`src/rtl/pipe_pkg.sv`:
```
// Shared pipeline-register definitions: default widths, the ID/EX control
// word layout, and the set of control bits that must read 0 in a bubble.
package pipe_pkg;

  // Default datapath widths for the 32-bit core.
  localparam int DEF_PC_W     = 5;
  localparam int DEF_DATA_W   = 32;
  localparam int DEF_REG_W    = 5;
  localparam int DEF_ALU_OP_W = 5;

  // ID/EX control word. alu_src sits in bit 0, mem_to_reg in bit 4.
  typedef struct packed {
    logic mem_to_reg;
    logic mem_wrenable;
    logic reg_wrenable;
    logic is_jump;
    logic alu_src;
  } id_ex_ctrl_t;

  localparam int CTRL_W            = 5;
  localparam int CTRL_ALU_SRC_OFS  = 0;
  localparam int CTRL_IS_JUMP_OFS  = 1;
  localparam int CTRL_REG_WE_OFS   = 2;
  localparam int CTRL_MEM_WE_OFS   = 3;
  localparam int CTRL_MEM_TO_REG_OFS = 4;

  // Control bits with architectural side effects; a bubble must carry them
  // as 0 so a killed instruction never writes, stores or redirects.
  localparam logic [CTRL_W-1:0] GATED_CTRL_MASK =
    (5'b00001 << CTRL_IS_JUMP_OFS) |
    (5'b00001 << CTRL_REG_WE_OFS)  |
    (5'b00001 << CTRL_MEM_WE_OFS);

  // Assemble the control word from its individual decode outputs.
  function automatic id_ex_ctrl_t pack_ctrl(
    input logic alu_src,
    input logic is_jump,
    input logic reg_wrenable,
    input logic mem_wrenable,
    input logic mem_to_reg
  );
    id_ex_ctrl_t c;
    c.alu_src      = alu_src;
    c.is_jump      = is_jump;
    c.reg_wrenable = reg_wrenable;
    c.mem_wrenable = mem_wrenable;
    c.mem_to_reg   = mem_to_reg;
    return c;
  endfunction

endpackage

```
`src/rtl/pipe_skid_reg.sv`:
```
// Generic valid/ready pipeline register with a one-entry skid slot and flush.
// in_ready is a flop (inverse of the skid valid bit), so there is no
// combinational path from out_ready to in_ready. Bits selected by CLR_MASK
// are registered as 0 whenever the main slot goes empty.
module pipe_skid_reg #(
  parameter int           W        = 8,
  parameter logic [W-1:0] CLR_MASK = {W{1'b0}}
) (
  input  logic         clk,
  input  logic         rst,
  input  logic         flush,
  input  logic         in_valid,
  output logic         in_ready,
  input  logic [W-1:0] in_data,
  output logic         out_valid,
  input  logic         out_ready,
  output logic [W-1:0] out_data
);

  logic         main_valid_q, main_valid_d;
  logic [W-1:0] main_data_q,  main_data_d;
  logic         skid_valid_q, skid_valid_d;
  logic [W-1:0] skid_data_q,  skid_data_d;
  logic         accept_s;
  logic         consume_s;

  assign accept_s  = in_valid && !skid_valid_q && !flush;
  assign consume_s = main_valid_q && out_ready;

  // Next-state for both slots: flush empties everything, otherwise the main
  // slot refills from skid first (FIFO order), then from the input.
  always_comb begin
    main_valid_d = main_valid_q;
    main_data_d  = main_data_q;
    skid_valid_d = skid_valid_q;
    skid_data_d  = skid_data_q;
    if (flush) begin
      main_valid_d = 1'b0;
      skid_valid_d = 1'b0;
    end else if (!main_valid_q || consume_s) begin
      if (skid_valid_q) begin
        main_valid_d = 1'b1;
        main_data_d  = skid_data_q;
        skid_valid_d = 1'b0;
        // Unreachable while in_ready tracks !skid_valid, kept for safety.
        if (accept_s) begin
          skid_valid_d = 1'b1;
          skid_data_d  = in_data;
        end else begin
          skid_data_d  = skid_data_q;
        end
      end else if (accept_s) begin
        main_valid_d = 1'b1;
        main_data_d  = in_data;
      end else begin
        main_valid_d = 1'b0;
      end
    end else if (accept_s) begin
      skid_valid_d = 1'b1;
      skid_data_d  = in_data;
    end else begin
      main_valid_d = main_valid_q;
    end
    // A bubble carries its side-effect bits as 0 in the register itself.
    if (!main_valid_d) begin
      main_data_d = main_data_d & ~CLR_MASK;
    end else begin
      main_data_d = main_data_d;
    end
  end

  // State registers with synchronous reset clearing valid bits and data.
  always_ff @(posedge clk) begin
    if (rst) begin
      main_valid_q <= 1'b0;
      main_data_q  <= {W{1'b0}};
      skid_valid_q <= 1'b0;
      skid_data_q  <= {W{1'b0}};
    end else begin
      main_valid_q <= main_valid_d;
      main_data_q  <= main_data_d;
      skid_valid_q <= skid_valid_d;
      skid_data_q  <= skid_data_d;
    end
  end

  assign in_ready  = !skid_valid_q;
  assign out_valid = main_valid_q;
  assign out_data  = main_data_q;

endmodule

```
`src/rtl/id_ex_pipe_reg.sv`:
```
// ID->EX pipeline register: packs decode outputs into one payload, passes it
// through a skid-buffered valid/ready register, and unpacks it for EX.
// Jump / register-write / memory-write bits are cleared in the register
// whenever the stage holds a bubble.
module id_ex_pipe_reg
  import pipe_pkg::*;
#(
  parameter int PC_W     = DEF_PC_W,
  parameter int DATA_W   = DEF_DATA_W,
  parameter int REG_W    = DEF_REG_W,
  parameter int ALU_OP_W = DEF_ALU_OP_W
) (
  input  logic                clk,
  input  logic                rst,
  input  logic                flush,
  input  logic                in_valid,
  output logic                in_ready,
  input  logic [PC_W-1:0]     in_pc,
  input  logic [DATA_W-1:0]   in_rd1,
  input  logic [DATA_W-1:0]   in_rd2,
  input  logic [DATA_W-1:0]   in_imm,
  input  logic                in_alu_src,
  input  logic                in_is_jump,
  input  logic                in_reg_wrenable,
  input  logic                in_mem_wrenable,
  input  logic                in_mem_to_reg,
  input  logic [ALU_OP_W-1:0] in_alu_op,
  input  logic [REG_W-1:0]    in_write_reg,
  output logic                out_valid,
  input  logic                out_ready,
  output logic [PC_W-1:0]     out_pc,
  output logic [DATA_W-1:0]   out_rd1,
  output logic [DATA_W-1:0]   out_rd2,
  output logic [DATA_W-1:0]   out_imm,
  output logic                out_alu_src,
  output logic                out_is_jump,
  output logic                out_reg_wrenable,
  output logic                out_mem_wrenable,
  output logic                out_mem_to_reg,
  output logic [ALU_OP_W-1:0] out_alu_op,
  output logic [REG_W-1:0]    out_write_reg
);

  // Payload layout, MSB first: ctrl | alu_op | write_reg | imm | rd2 | rd1 | pc
  localparam int PAYLOAD_W = CTRL_W + ALU_OP_W + REG_W + 3 * DATA_W + PC_W;
  localparam logic [PAYLOAD_W-1:0] BUBBLE_MASK =
    {GATED_CTRL_MASK, {(PAYLOAD_W - CTRL_W){1'b0}}};

  id_ex_ctrl_t            in_ctrl_s;
  id_ex_ctrl_t            out_ctrl_s;
  logic [PAYLOAD_W-1:0]   in_payload_s;
  logic [PAYLOAD_W-1:0]   out_payload_s;

  assign in_ctrl_s = pack_ctrl(in_alu_src, in_is_jump, in_reg_wrenable,
                               in_mem_wrenable, in_mem_to_reg);

  assign in_payload_s = {in_ctrl_s, in_alu_op, in_write_reg,
                         in_imm, in_rd2, in_rd1, in_pc};

  pipe_skid_reg #(
    .W        (PAYLOAD_W),
    .CLR_MASK (BUBBLE_MASK)
  ) u_skid (
    .clk       (clk),
    .rst       (rst),
    .flush     (flush),
    .in_valid  (in_valid),
    .in_ready  (in_ready),
    .in_data   (in_payload_s),
    .out_valid (out_valid),
    .out_ready (out_ready),
    .out_data  (out_payload_s)
  );

  assign {out_ctrl_s, out_alu_op, out_write_reg,
          out_imm, out_rd2, out_rd1, out_pc} = out_payload_s;

  // Gated bits arrive already cleared for bubbles; no masking needed here.
  assign out_alu_src      = out_ctrl_s.alu_src;
  assign out_is_jump      = out_ctrl_s.is_jump;
  assign out_reg_wrenable = out_ctrl_s.reg_wrenable;
  assign out_mem_wrenable = out_ctrl_s.mem_wrenable;
  assign out_mem_to_reg   = out_ctrl_s.mem_to_reg;

endmodule

```
`config.mk`:
```
export PLATFORM = sky130hd
export DESIGN_NAME = id_ex_pipe_reg
export DESIGN_NICKNAME = d
export VERILOG_FILES = /design/src/rtl/pipe_pkg.sv /design/src/rtl/pipe_skid_reg.sv /design/src/rtl/id_ex_pipe_reg.sv
export SDC_FILE = /design/constraint.sdc
export NUM_CORES = 1
export LEC_CHECK = 0
export CORE_MARGIN = 4
export CORE_UTILIZATION = 40
export DETAILED_ROUTE_END_ITERATION = 12
export PLACE_DENSITY_LB_ADDON = 0.3
export RECOVER_POWER = 50
export SYNTH_ARGS = -nofsm -noshare
export SYNTH_HDL_FRONTEND = slang
export SYNTH_SLANG_ARGS = --single-unit
```
`constraint.sdc`:
```
create_clock -name clk -period 5.4 [get_ports clk]
set_clock_uncertainty 0.2 [all_clocks]
set_input_delay 1.08 -clock clk [delete_from_list [all_inputs] [get_ports clk]]
set_output_delay 1.08 -clock clk [all_outputs]
set_load 0.02 [all_outputs]
```
==> Word level (Yosys, flattened, before mapping) <==
Index checks and enable logic that the tools add are counted.
{ "word_totals": {"romBits": 0, "regBits": 234, "latchBits": 0, "wordCells": 35, "ram_bits": 0, "memories": 0, "in_bits": 121} }
{ "op_classes": {"order_cmp": 0, "mul": 0, "n_div": 0, "addsub": 0, "n_reduce_logical": 13, "shifts": 0, "eq_ne": 1, "mux": 14, "n_bitwise": 2} }
{ "ops": {"columns": ["cell", "count"], "rows": [
  ["$mux 116", 7],
  ["$mux 1", 7],
  ["$reduce_bool 2->1", 2],
  ["$reduce_or 2->1", 2],
  ["$logic_and 1x1->1", 3],
  ["$logic_not 1->1", 3],
  ["$reduce_and 3->1", 1],
  ["$ne 2x1->1 const B", 1],
  ["$not 1->1", 2],
  ["$reduce_and 2->1", 1],
  ["$logic_or 1x1->1", 1]
]} }

==> Depth between registers and ports, before layout <==
Gate-level depths: netlist of run 1.
{ "depth": {"ltp_word": 9, "depth_mapped": 7} }

==> Worst setup path after synthesis of run 1 <==
Ideal clock, no wire load.
{ "synth_path": {"path_kind": "in2reg", "start": "input out_ready", "end": "register u_skid.skid_data_q[100]", "setup_time_ns": 0.132, "t_required_ns": 5.068, "path_slack_ns": 2.916, "path_buffers": 3, "arrival_time_ns": 2.151, "stages": 6, "path_cell_list": "or4b_1 > buf_2 > buf_6 > buf_6 > o21ai_1 > a21oi_1"} }
{ "synth_between": {"elab_chain_len": 4, "word_cells_on_any_way": 5} }
{ "synth_lines": {"columns": ["element", "line", "source"], "rows": [
  ["start, declared", "id_ex_pipe_reg.sv:30", "input logic out_ready,"],
  ["$logic_and 1x1->1 (*)", "pipe_skid_reg.sv:28", "assign consume_s = main_valid_q && out_ready;"],
  ["$logic_or 1x1->1 (*)", "pipe_skid_reg.sv:40", "end else if (!main_valid_q || consume_s) begin"],
  ["$ne 2x1->1 (no line)", null, null],
  ["$reduce_and 2->1 (no line)", null, null],
  ["end signal, assigned", "pipe_skid_reg.sv:78", "skid_data_q <= {W{1'b0}};"],
  ["end signal, assigned", "pipe_skid_reg.sv:83", "skid_data_q <= skid_data_d;"],
  ["end, declared", "pipe_skid_reg.sv:23", "logic [W-1:0] skid_data_q, skid_data_d;"]
]} }
Mark *: on every way between the ends. The rest lies on a longest branch, timed or not.
A chain may end at the register's enable or synchronous reset.

==> Worst setup path in the final report of run 1 <==
{ "layout_path": {"start": "input flush", "end": "register u_skid.skid_data_q[32]"} }
{ "layout_between": {"elab_chain_len": 5, "word_cells_on_any_way": 7} }
{ "layout_lines": {"columns": ["element", "line", "source"], "rows": [
  ["start, declared", "id_ex_pipe_reg.sv:15", "input logic flush,"],
  ["$logic_not 1->1", "pipe_skid_reg.sv:27", "assign accept_s = in_valid && !skid_valid_q && !flush;"],
  ["$logic_and 1x1->1", "pipe_skid_reg.sv:27", null],
  ["$mux 116 (3 in a row)", null, null]
]} }
Parallel ways exist; a longest one is shown, timed or not. The select of a mux whose other input is x is not followed.

==> out/results.txt, run 1 <==
outcome -> complete, but fails checks
violated checks -> max-capacitance violations, max-slew violations
MaxCap Viol Count -> 3
Die ar. -> 29,080 um2
dominant synthesized flop cell -> dfxtp_1
CP cell instances -> clkbuf_2 > nor4b_1 > clkbuf_2 > nand3_1 > a21oi_1
Distinct cells, synth -> 24
synthesized area per cell -> 8.632 um2
Post-CTS Setup Bufs -> 0
largest net degree at the start of global routing -> 92
Post-CTS Resized -> 0
clock sinks -> 234
global-route wire length before repair -> 55.55 mm
CP endpoint kind -> flip-flop
die width -> 170.5 um
ratio of final minimum period to clock period -> 71.26%
WP data required -> 5.64 ns
Period minus WS final -> 3.848 ns
Slew HR -> -19.21%
DR vias/cell -> 6.154
clock root cell -> clkbuf_16
Fmax -> 0.2599 GHz
total power -> 4.121 mW
Synth Register Bits -> 234
CP dominant cell by count -> clkbuf_2
P&R area growth vs syn -> 29.01%
CTS tree -> yes
GR Util All Layers -> 22.97%
Clock Path Buffers -> 3
commonest cells in the synthesized netlist -> dfxtp_1, clkbuf_1
placed cell area -> 12,850 um2
total number of vias -> 10,450
Core ar. -> 26,060 um2
gpl congestion -> 0.7658
crit-path max cell delay -> 1.32 ns
worst-path fanout max -> 78
critical path type -> primary input to flip-flop
Peak VDD IR -> 0.2176 mV
DR DRC count -> 0
crit path max-delay cell type -> clkbuf_2
PnR worst setup slack -> 1.552 ns
number of nets in the layout -> 1,465
yosys synthesis warning count -> 0
Rows -> 59
Worst-path clk slew -> 0.06 ns
Worst Hold Launch -> u_skid.skid_data_q[66]$_SDFFE_PP0P_
Clk Latency, worst-skew pair -> 0.52 ns
share of cells above drive strength 1 -> 13.58%
Setup Total Neg Slack -> 0 ns
Pre-antenna DRT Iters -> 5
max-slew violations -> 239
initial antenna violation count -> 1
ranking of synthesized cells by area -> dfxtp_1, mux2_2, a31oi_1, nor4_1, a21oi_1
fillers -> 2,439
slew of the pin with the lowest slew margin -> 1.788 ns
num ports -> 239
Leak Pwr -> 4.630 nW
average wire per standard cell -> 20.85 um
sequential area share after synthesis -> 44.34%
Initial DRC Count -> 962
Inserted Clock Buffers -> 26
crit path from -> flush
DP HPWL -> 20.26 mm
setup violators final -> 0
port bufs -> 238
RSZ-0062 raised after global routing -> false
mapped cell area -> 10,570 um2
Die Ht -> 170.5 um
hold crit path type -> flip-flop to flip-flop
Final Cell Area -> 13,630 um2
Syn Inst Count -> 1,224
Placement Setup Slack -> 1.323 ns
power density over the cells -> 302.3 nW/um2
final hold vios -> 0
grt total ovfl -> 0
DRT Wirelength -> 35.41 mm
Synthesized Nets -> 1,345
Synth area leader -> dfxtp_1
post-route ant nets -> 0
number of global-route vias before repair -> 9,926
worst reg2reg startpoint -> u_skid.skid_valid_q$_SDFFE_PP0P_
Post-synth EDFFs -> 0
Async S/R FF share, synth -> 0%
Startpoint Class -> primary input
top-count cell post-synth -> dfxtp_1
H-tree depth -> 1
Starting Density -> 40.54%
Yosys top cell area share -> 44.34%
crit path DAT -> 4.09 ns
Hold-fix buffers, CTS -> 0
[cell type report]
| cell class | instances | area (um2) | share of cell area, % |
|---|---|---|---|
| timing repair buffer | 257 | 2539 | 18.62 |
| antenna | 1 | 2.502 | 0.01836 |
| clock inverter | 8 | 43.79 | 0.3213 |
| inverter | 4 | 16.27 | 0.1193 |
| clock buffer | 38 | 757.0 | 5.554 |
| tap | 335 | 419.2 | 3.075 |
| multi-input combinational | 821 | 5165 | 37.89 |
| sequential | 234 | 4688 | 34.40 |
[worst max-delay path: cells and delay by family]
family	cells	cell delay (ns)
AOI/OAI and AO/OA	1	0.18
buffers and inverters	2	1.93
and+or+nand+nor	2	0.78
[cell families (layout without fill, tap and decap cells)]
logic type             after synthesis  in the layout  synth area share (%)
AOI/OAI and AO/OA                  349            349                 17.91
buffers and inverters              169            307                 6.881
DFF                                234            234                 44.34
muxes                              116            116                 12.36
other                                0              1                     0
and+or+nand+nor                    356            356                 18.51
[metal layers]
layer	GRT usage [%]	vias up	wire (um)
li1	-	4870	-
met1	32.49	5120	15780
met2	36.02	406	16110
met3	5.499	52	2840
met4	4.757	2	657
met5	0	-	16
[sequential cells by signal (all words and copies together) (netlist names)]
signal               flops
u_skid.out_valid         1
u_skid.skid_data_q     116
u_skid.out_data        116
u_skid.skid_valid_q      1
[report_power, final]
group | switching (mW) | internal [mW]
clock | 0.712 | 0.967
combinational | 0.345 | 0.264
sequential | 0.0391 | 1.79
total | 1.10 | 3.02
[final timing paths]
check                                                           end  depth (start not counted)  slack, ns
worst max-delay path            u_skid.skid_data_q[32]$_SDFFE_PP0P_                          5       1.55
worst min-delay path            u_skid.skid_data_q[66]$_SDFFE_PP0P_                          2       0.27
worst max register to register  u_skid.skid_data_q[32]$_SDFFE_PP0P_                          5       1.95
worst min register to register  u_skid.skid_data_q[66]$_SDFFE_PP0P_                          2       0.27
[layout by cell type, fill, tap and decap left out]
cell             netlist  routed
a21oi_1              116     116
a31oi_1              116     116
and3_1                 1       1
buf_12                 0       2
buf_4                  5      16
buf_6                  5       1
clkbuf_1             117       7
clkbuf_16              0      27
clkbuf_2               0       3
clkbuf_8               0       4
clkdlybuf4s50_1        0     118
clkinv_2               0       8
clkinv_4               0       1
dfxtp_1              234     233
dfxtp_4                0       1
diode_2                0       1
dlygate4sd3_1          0     117
inv_1                  3       2
inv_2                  1       1
mux2_2               116     116
nand2b_4               0       1
nand3_1              116     116
nor2_1                 1       1
nor2_4                 0       1
nor2b_4                0       1
nor3_1               116     116
nor4_1               116     116
nor4b_1                0       1
o21ai_0               76      79
o21ai_1               41      38
or2_4                  0       1
or4b_4                 0       1
[metrics by stage]
step	cells	utilization, %	hold slack [ns]
after floorplan	1224	-	0.2502
after global placement	1651	49.32	0.2559
after detailed placement	1651	49.32	0.2650
after CTS	1697	52.39	0.2730
after global routing	1697	52.30	0.2937
final	1698	52.31	0.2721
Note: power is estimated with default switching activity, not from simulation.
==> run 2, diff against run 1 <==
==> constraint.sdc (replaced) <==
create_clock -name clk -period 3.2 [get_ports clk]
set_clock_uncertainty 0.2 [all_clocks]
set_input_delay 0.64 -clock clk [delete_from_list [all_inputs] [get_ports clk]]
set_output_delay 0.64 -clock clk [all_outputs]
set_load 0.02 [all_outputs]
==> out/results.txt, run 2 (synthesis results as in run 1) <==
hold crit path type -> flip-flop to flip-flop
Pre-antenna DRT Iters -> 5 (unchanged)
setup violators final -> 0 (unchanged)
GR Util All Layers -> 22.88% (-0.092 points)
Worst Hold Launch -> u_skid.skid_data_q[33]$_SDFFE_PP0P_
most common library cell in the layout ignoring fill and taps -> dfxtp_1
Fmax -> 0.3531 GHz
clock root cell -> clkbuf_16
Starting Density -> 40.54% (unchanged)
RSZ-0062 raised after global routing -> false
Die Ht -> 170.5 um (unchanged)
Setup Total Neg Slack -> 0 ns (unchanged)
Peak VDD IR -> 0.3176 mV (+46%)
cell count after placement -> 1,662 (+0.67%)
Rows -> 59 (unchanged)
largest net degree at the start of global routing -> 117 (+27%)
DP HPWL -> 20.38 mm (+0.60%)
max-slew violations -> 0 (-100%)
critical path type -> flip-flop to output pin
Inserted Clock Buffers -> 27 (+3.8%)
crit-path max cell delay -> 0.77 ns (-0.55 ns)
DR vias/cell -> 6.123 (-0.51%)
Startpoint Class -> flip-flop
Hold-fix buffers, CTS -> 0 (unchanged)
WP data required -> 2.36 ns (-3.28 ns)
grt met3 use -> 6.308% (+0.81 points)
Worst-path clk slew -> 0.06 ns (about the same)
num ports -> 239 (unchanged)
Post-CTS Setup Bufs -> 0 (unchanged)
worst-path fanout max -> 44 (-44%)
busiest grt layer -> met2
Core ar. -> 26,060 um2 (unchanged)
register area -> 4688 um2 (unchanged)
Slew HR -> 35.99% (+55 points)
global-route wire length before repair -> 55.37 mm (-0.32%)
Die ar. -> 29,080 um2 (unchanged)
CP endpoint kind -> output pin
most frequent cells in the layout -> dfxtp_1, clkdlybuf4s50_1
Post-CTS Resized -> 0 (unchanged)
met2 Use GR -> 35.75% (-0.28 points)
crit path max-delay cell type -> dfxtp_4
ratio of final minimum period to clock period -> 88.50%
H-tree depth -> 1 (unchanged)
number of nets in the layout -> 1,477 (+0.82%)
initial antenna violation count -> 2 (+1)
Clk Latency, worst-skew pair -> 0.53 ns (about the same)
DR DRC count -> 0 (unchanged)
die width -> 170.5 um (unchanged)
placed cell area -> 13,090 um2 (+1.8%)
Fin Hold WS -> 0.2719 ns (-0.0002330 ns)
outcome -> finished clean
port bufs -> 238 (unchanged)
slew of the pin with the lowest slew margin -> 0.9602 ns (-0.8279 ns)
final hold vios -> 0 (unchanged)
met1 usage -> 31.75% (-0.74 points)
Final Cell Area -> 14,000 um2 (+2.7%)
MaxCap Viol Count -> 0 (-3)
Multi-input gate area -> 5177 um2 (+0.24%)
total power -> 7.361 mW (+79%)
share of cells above drive strength 1 -> 14.47% (+0.89 points)
Leak Pwr -> 4.584 nW (-0.99%)
Initial DRC Count -> 1,079 (+12%)
worst reg2reg startpoint -> u_skid.skid_valid_q$_SDFFE_PP0P_
post-route ant nets -> 0 (unchanged)
fillers -> 2,419 (-0.82%)
grt total ovfl -> 0 (unchanged)
Clock Path Buffers -> 3 (unchanged)
hold path depth -> 2 (unchanged)
clock sinks -> 234 (unchanged)
number of global-route vias before repair -> 9,978 (+0.52%)
gpl congestion -> 0.7649 (-0.12%)
non-filler instance count after layout -> 1,712 (+0.82%)
P&R area growth vs syn -> 32.48%
DRT Wirelength -> 35.02 mm (-1.1%)
CP cell instances -> inv_1 > clkdlybuf4s50_1
average wire per standard cell -> 20.46 um (-1.9%)
crit path from -> u_skid.skid_valid_q$_SDFFE_PP0P_
reg2reg path depth -> 4 (-1)
Period minus WS final -> 2.832 ns
total number of vias -> 10,480 (+0.31%)
crit path DAT -> 1.99 ns (-2.10 ns)
CTS tree -> yes
power density over the cells -> 525.9 nW/um2 (+74%)
-- run 2: final timing paths --
kind                                                       endpoint  slack, ns
worst min register to register  u_skid.skid_data_q[33]$_SDFFE_PP0P_       0.27
worst max-delay path                                       in_ready       0.37
worst max register to register    u_skid.out_data[112]$_SDFFE_PP0P_       0.41
worst min-delay path            u_skid.skid_data_q[33]$_SDFFE_PP0P_       0.27
-- run 2: per-layer routing --
| layer | vias up | wire length, um |
|---|---|---|
| li1 | 4910 | - |
| met1 | 5135 | 15090 |
| met2 | 398 | 16130 |
| met3 | 37 | 3150 |
| met4 | 2 | 637 |
| met5 | - | 13 |
-- run 2: worst max-delay path, delay by kind of cell (launching register included) --
kind	cells	cell delay, ns
DFF	1	0.77
buffers and inverters	2	0.65
-- run 2: stage by stage --
stage | utilization [%] | worst slack (ns)
after floorplan | - | 1.156
after global placement | 50.21 | 0.5243
after detailed placement | 50.21 | 0.4869
after CTS | 53.71 | 0.3447
after global routing | 53.70 | 0.2515
final | 53.71 | 0.3679
-- run 2: power by group --
part,internal [mW],switching [mW],total (mW)
logic,0.492,0.589,1.08
clock network,1.96,1.23,3.19
registers,3.03,0.0618,3.09
total,5.48,1.88,7.36
-- run 2: cell type report --
class | instances | area share (%)
clock inverters | 11 | 1.135
multi-input cells | 821 | 36.99
clock buffers | 37 | 5.381
flip-flops and latches | 234 | 33.49
repair buffers | 268 | 19.84
well taps | 335 | 2.995
inverters | 4 | 0.1341
diodes | 2 | 0.03576
==> run 3, diff against run 2 <==
--- a/config.mk
+++ b/config.mk
@@ -8,6 +8,7 @@
 export CORE_MARGIN = 4
 export CORE_UTILIZATION = 40
 export DETAILED_ROUTE_END_ITERATION = 12
+export MAX_ROUTING_LAYER = met4
 export PLACE_DENSITY_LB_ADDON = 0.3
 export RECOVER_POWER = 50
 export SYNTH_ARGS = -nofsm -noshare
==> out/results.txt, run 3 (synthesis results as in run 1) <==
Core ar. -> 26,060 um2 (unchanged)
initial antenna violation count -> 2 (unchanged)
post-route ant nets -> 0 (unchanged)
Pre-antenna DRT Iters -> 5 (unchanged)
Fmax -> 0.3536 GHz (+0.15%)
Switching Fraction -> 25.56% (about the same)
number of global-route vias before repair -> 9,975 (-0.030%)
hold crit path type -> flip-flop to flip-flop
CTS tree -> yes
Setup Total Neg Slack -> 0 ns (unchanged)
ratio of final minimum period to clock period -> 88.37% (-0.14 points)
global-route wire length before repair -> 55.36 mm (about the same)
Rows -> 59 (unchanged)
H-tree depth -> 1 (unchanged)
grt total ovfl -> 0 (unchanged)
Startpoint Class -> flip-flop
P&R area growth vs syn -> 32.51% (about the same)
Leak Pwr -> 4.589 nW (+0.11%)
CP cell instances -> inv_1 > clkdlybuf4s50_1
MaxCap Viol Count -> 0 (unchanged)
total power -> 7.359 mW (about the same)
GR Util All Layers -> 23.59% (+0.71 points)
Die Ht -> 170.5 um (unchanged)
Initial DRC Count -> 1,025 (-5.0%)
average wire per standard cell -> 20.47 um (about the same)
DR vias/cell -> 6.097 (-0.42%)
die width -> 170.5 um (unchanged)
crit-path max cell delay -> 0.77 ns (about the same)
Peak VDD IR -> 0.3175 mV (about the same)
Clock Path Buffers -> 3 (unchanged)
Post-CTS Resized -> 0 (unchanged)
RSZ-0062 raised after global routing -> false
Flop pwr share -> 42.0% (about the same)
power density over the cells -> 525.6 nW/um2 (about the same)
num ports -> 239 (unchanged)
slew of the pin with the lowest slew margin -> 0.9473 ns (-0.01288 ns)
Starting Density -> 40.54% (unchanged)
Top delay family on crit path -> flip-flops
clock sinks -> 234 (unchanged)
most frequent cells in the layout -> dfxtp_1, clkdlybuf4s50_1
Die ar. -> 29,080 um2 (unchanged)
final hold vios -> 0 (unchanged)
Clk Latency, worst-skew pair -> 0.52 ns (about the same)
crit path DAT -> 1.99 ns (about the same)
Period minus WS final -> 2.828 ns (-0.004367 ns)
largest net degree at the start of global routing -> 117 (unchanged)
WP data required -> 2.36 ns (about the same)
total number of vias -> 10,440 (-0.36%)
Inserted Clock Buffers -> 27 (unchanged)
P_sw -> 1.881 mW (about the same)
Internal -> 5.478 mW (about the same)
Clk pwr share -> 43.4% (about the same)
setup violators final -> 0 (unchanged)
port bufs -> 238 (unchanged)
Hold-fix buffers, CTS -> 0 (unchanged)
CP endpoint kind -> output pin
Worst Path Buf+Inv -> 2 (unchanged)
Slew HR -> 36.85% (+0.86 points)
Worst-path clk slew -> 0.06 ns (about the same)
Post-CTS Setup Bufs -> 0 (unchanged)
DRT Wirelength -> 35.06 mm (about the same)
number of nets in the layout -> 1,477 (unchanged)
Comb pwr share -> 14.7% (about the same)
worst-path fanout max -> 44 (unchanged)
DP HPWL -> 20.38 mm (unchanged)
most common library cell in the layout ignoring fill and taps -> dfxtp_1
share of cells above drive strength 1 -> 14.47% (unchanged)
gpl congestion -> 0.7750 (+1.3%)
crit path max-delay cell type -> dfxtp_4
max-slew violations -> 0 (unchanged)
DR DRC count -> 0 (unchanged)
clock root cell -> clkbuf_16
critical path type -> flip-flop to output pin
outcome -> finished clean
==> run 3: cell types whose count changed in the layout (fill, tap and decap cells not counted) <==
cell             before  now
dlygate4sd3_1        36   38
clkdlybuf4s50_1     199  197
diode_2               2    3
==> run 3: worst paths after layout <==
path / cells after the start / to / slack, ns / startpoint
setup / recovery: 2 / in_ready / 0.37 / u_skid.skid_valid_q$_SDFFE_PP0P_
hold / removal: 2 / u_skid.skid_data_q[29]$_SDFFE_PP0P_ / 0.27 / u_skid.skid_data_q[29]$_SDFFE_PP0P_
setup reg to reg: 4 / u_skid.out_data[112]$_SDFFE_PP0P_ / 0.40 / u_skid.skid_valid_q$_SDFFE_PP0P_
hold reg to reg: 2 / u_skid.skid_data_q[29]$_SDFFE_PP0P_ / 0.27 / u_skid.skid_data_q[29]$_SDFFE_PP0P_
==> run 3: worst reg2reg max path, stage by stage (launching register included) <==
cell and delay [ns]:
dfxtp_4 0.77, or2_1 0.86, buf_12 0.34, o21ai_0 0.29, nor3_1 0.26
==> run 3: area by class of cell <==
class	instances	area, um2
tap	335	419.2
multi-input combinational	821	5177
timing repair buffer	268	2776
fill	2417	12060
clock inverter	11	158.9
sequential	234	4688
inverter	4	18.77
antenna	3	7.507
clock buffer	37	753.2
==> run 3: metal layers <==
layer | wire [um] | part of all wire [%] | GRT usage [%]
met5 | 0 | 0 | -
met4 | 609 | 1.7 | 5.208
met3 | 2972 | 8.5 | 5.961
met2 | 16240 | 46 | 35.73
met1 | 15230 | 43 | 32.05
==> run 3: power groups by stage <==
stage	combinational [mW]	clock (mW)	sequential [mW]
global route	1.16	3.39	3.10
floorplan	0.448	0	3.26
finish	1.08	3.19	3.09
global placement	1.08	0	3.15
detailed placement	1.09	0	3.15
CTS	1.09	3.25	3.09
==> run 3: stage by stage <==
| stage | std cells | hold slack [ns] | utilization [%] | setup slack (ns) | instance area [um2] |
|---|---|---|---|---|---|
| after detailed placement | 1662 | 0.2651 | 50.21 | 0.4869 | 13090 |
| after global placement | 1662 | 0.2551 | 50.21 | 0.5243 | 13090 |
| final | 1713 | 0.2718 | 53.72 | 0.3723 | 14000 |
| after global routing | 1712 | 0.2917 | 53.71 | 0.2416 | 14000 |
| after CTS | 1710 | 0.2733 | 53.71 | 0.3447 | 14000 |
| after floorplan | 1224 | 0.2502 | - | 1.156 | 10570 |
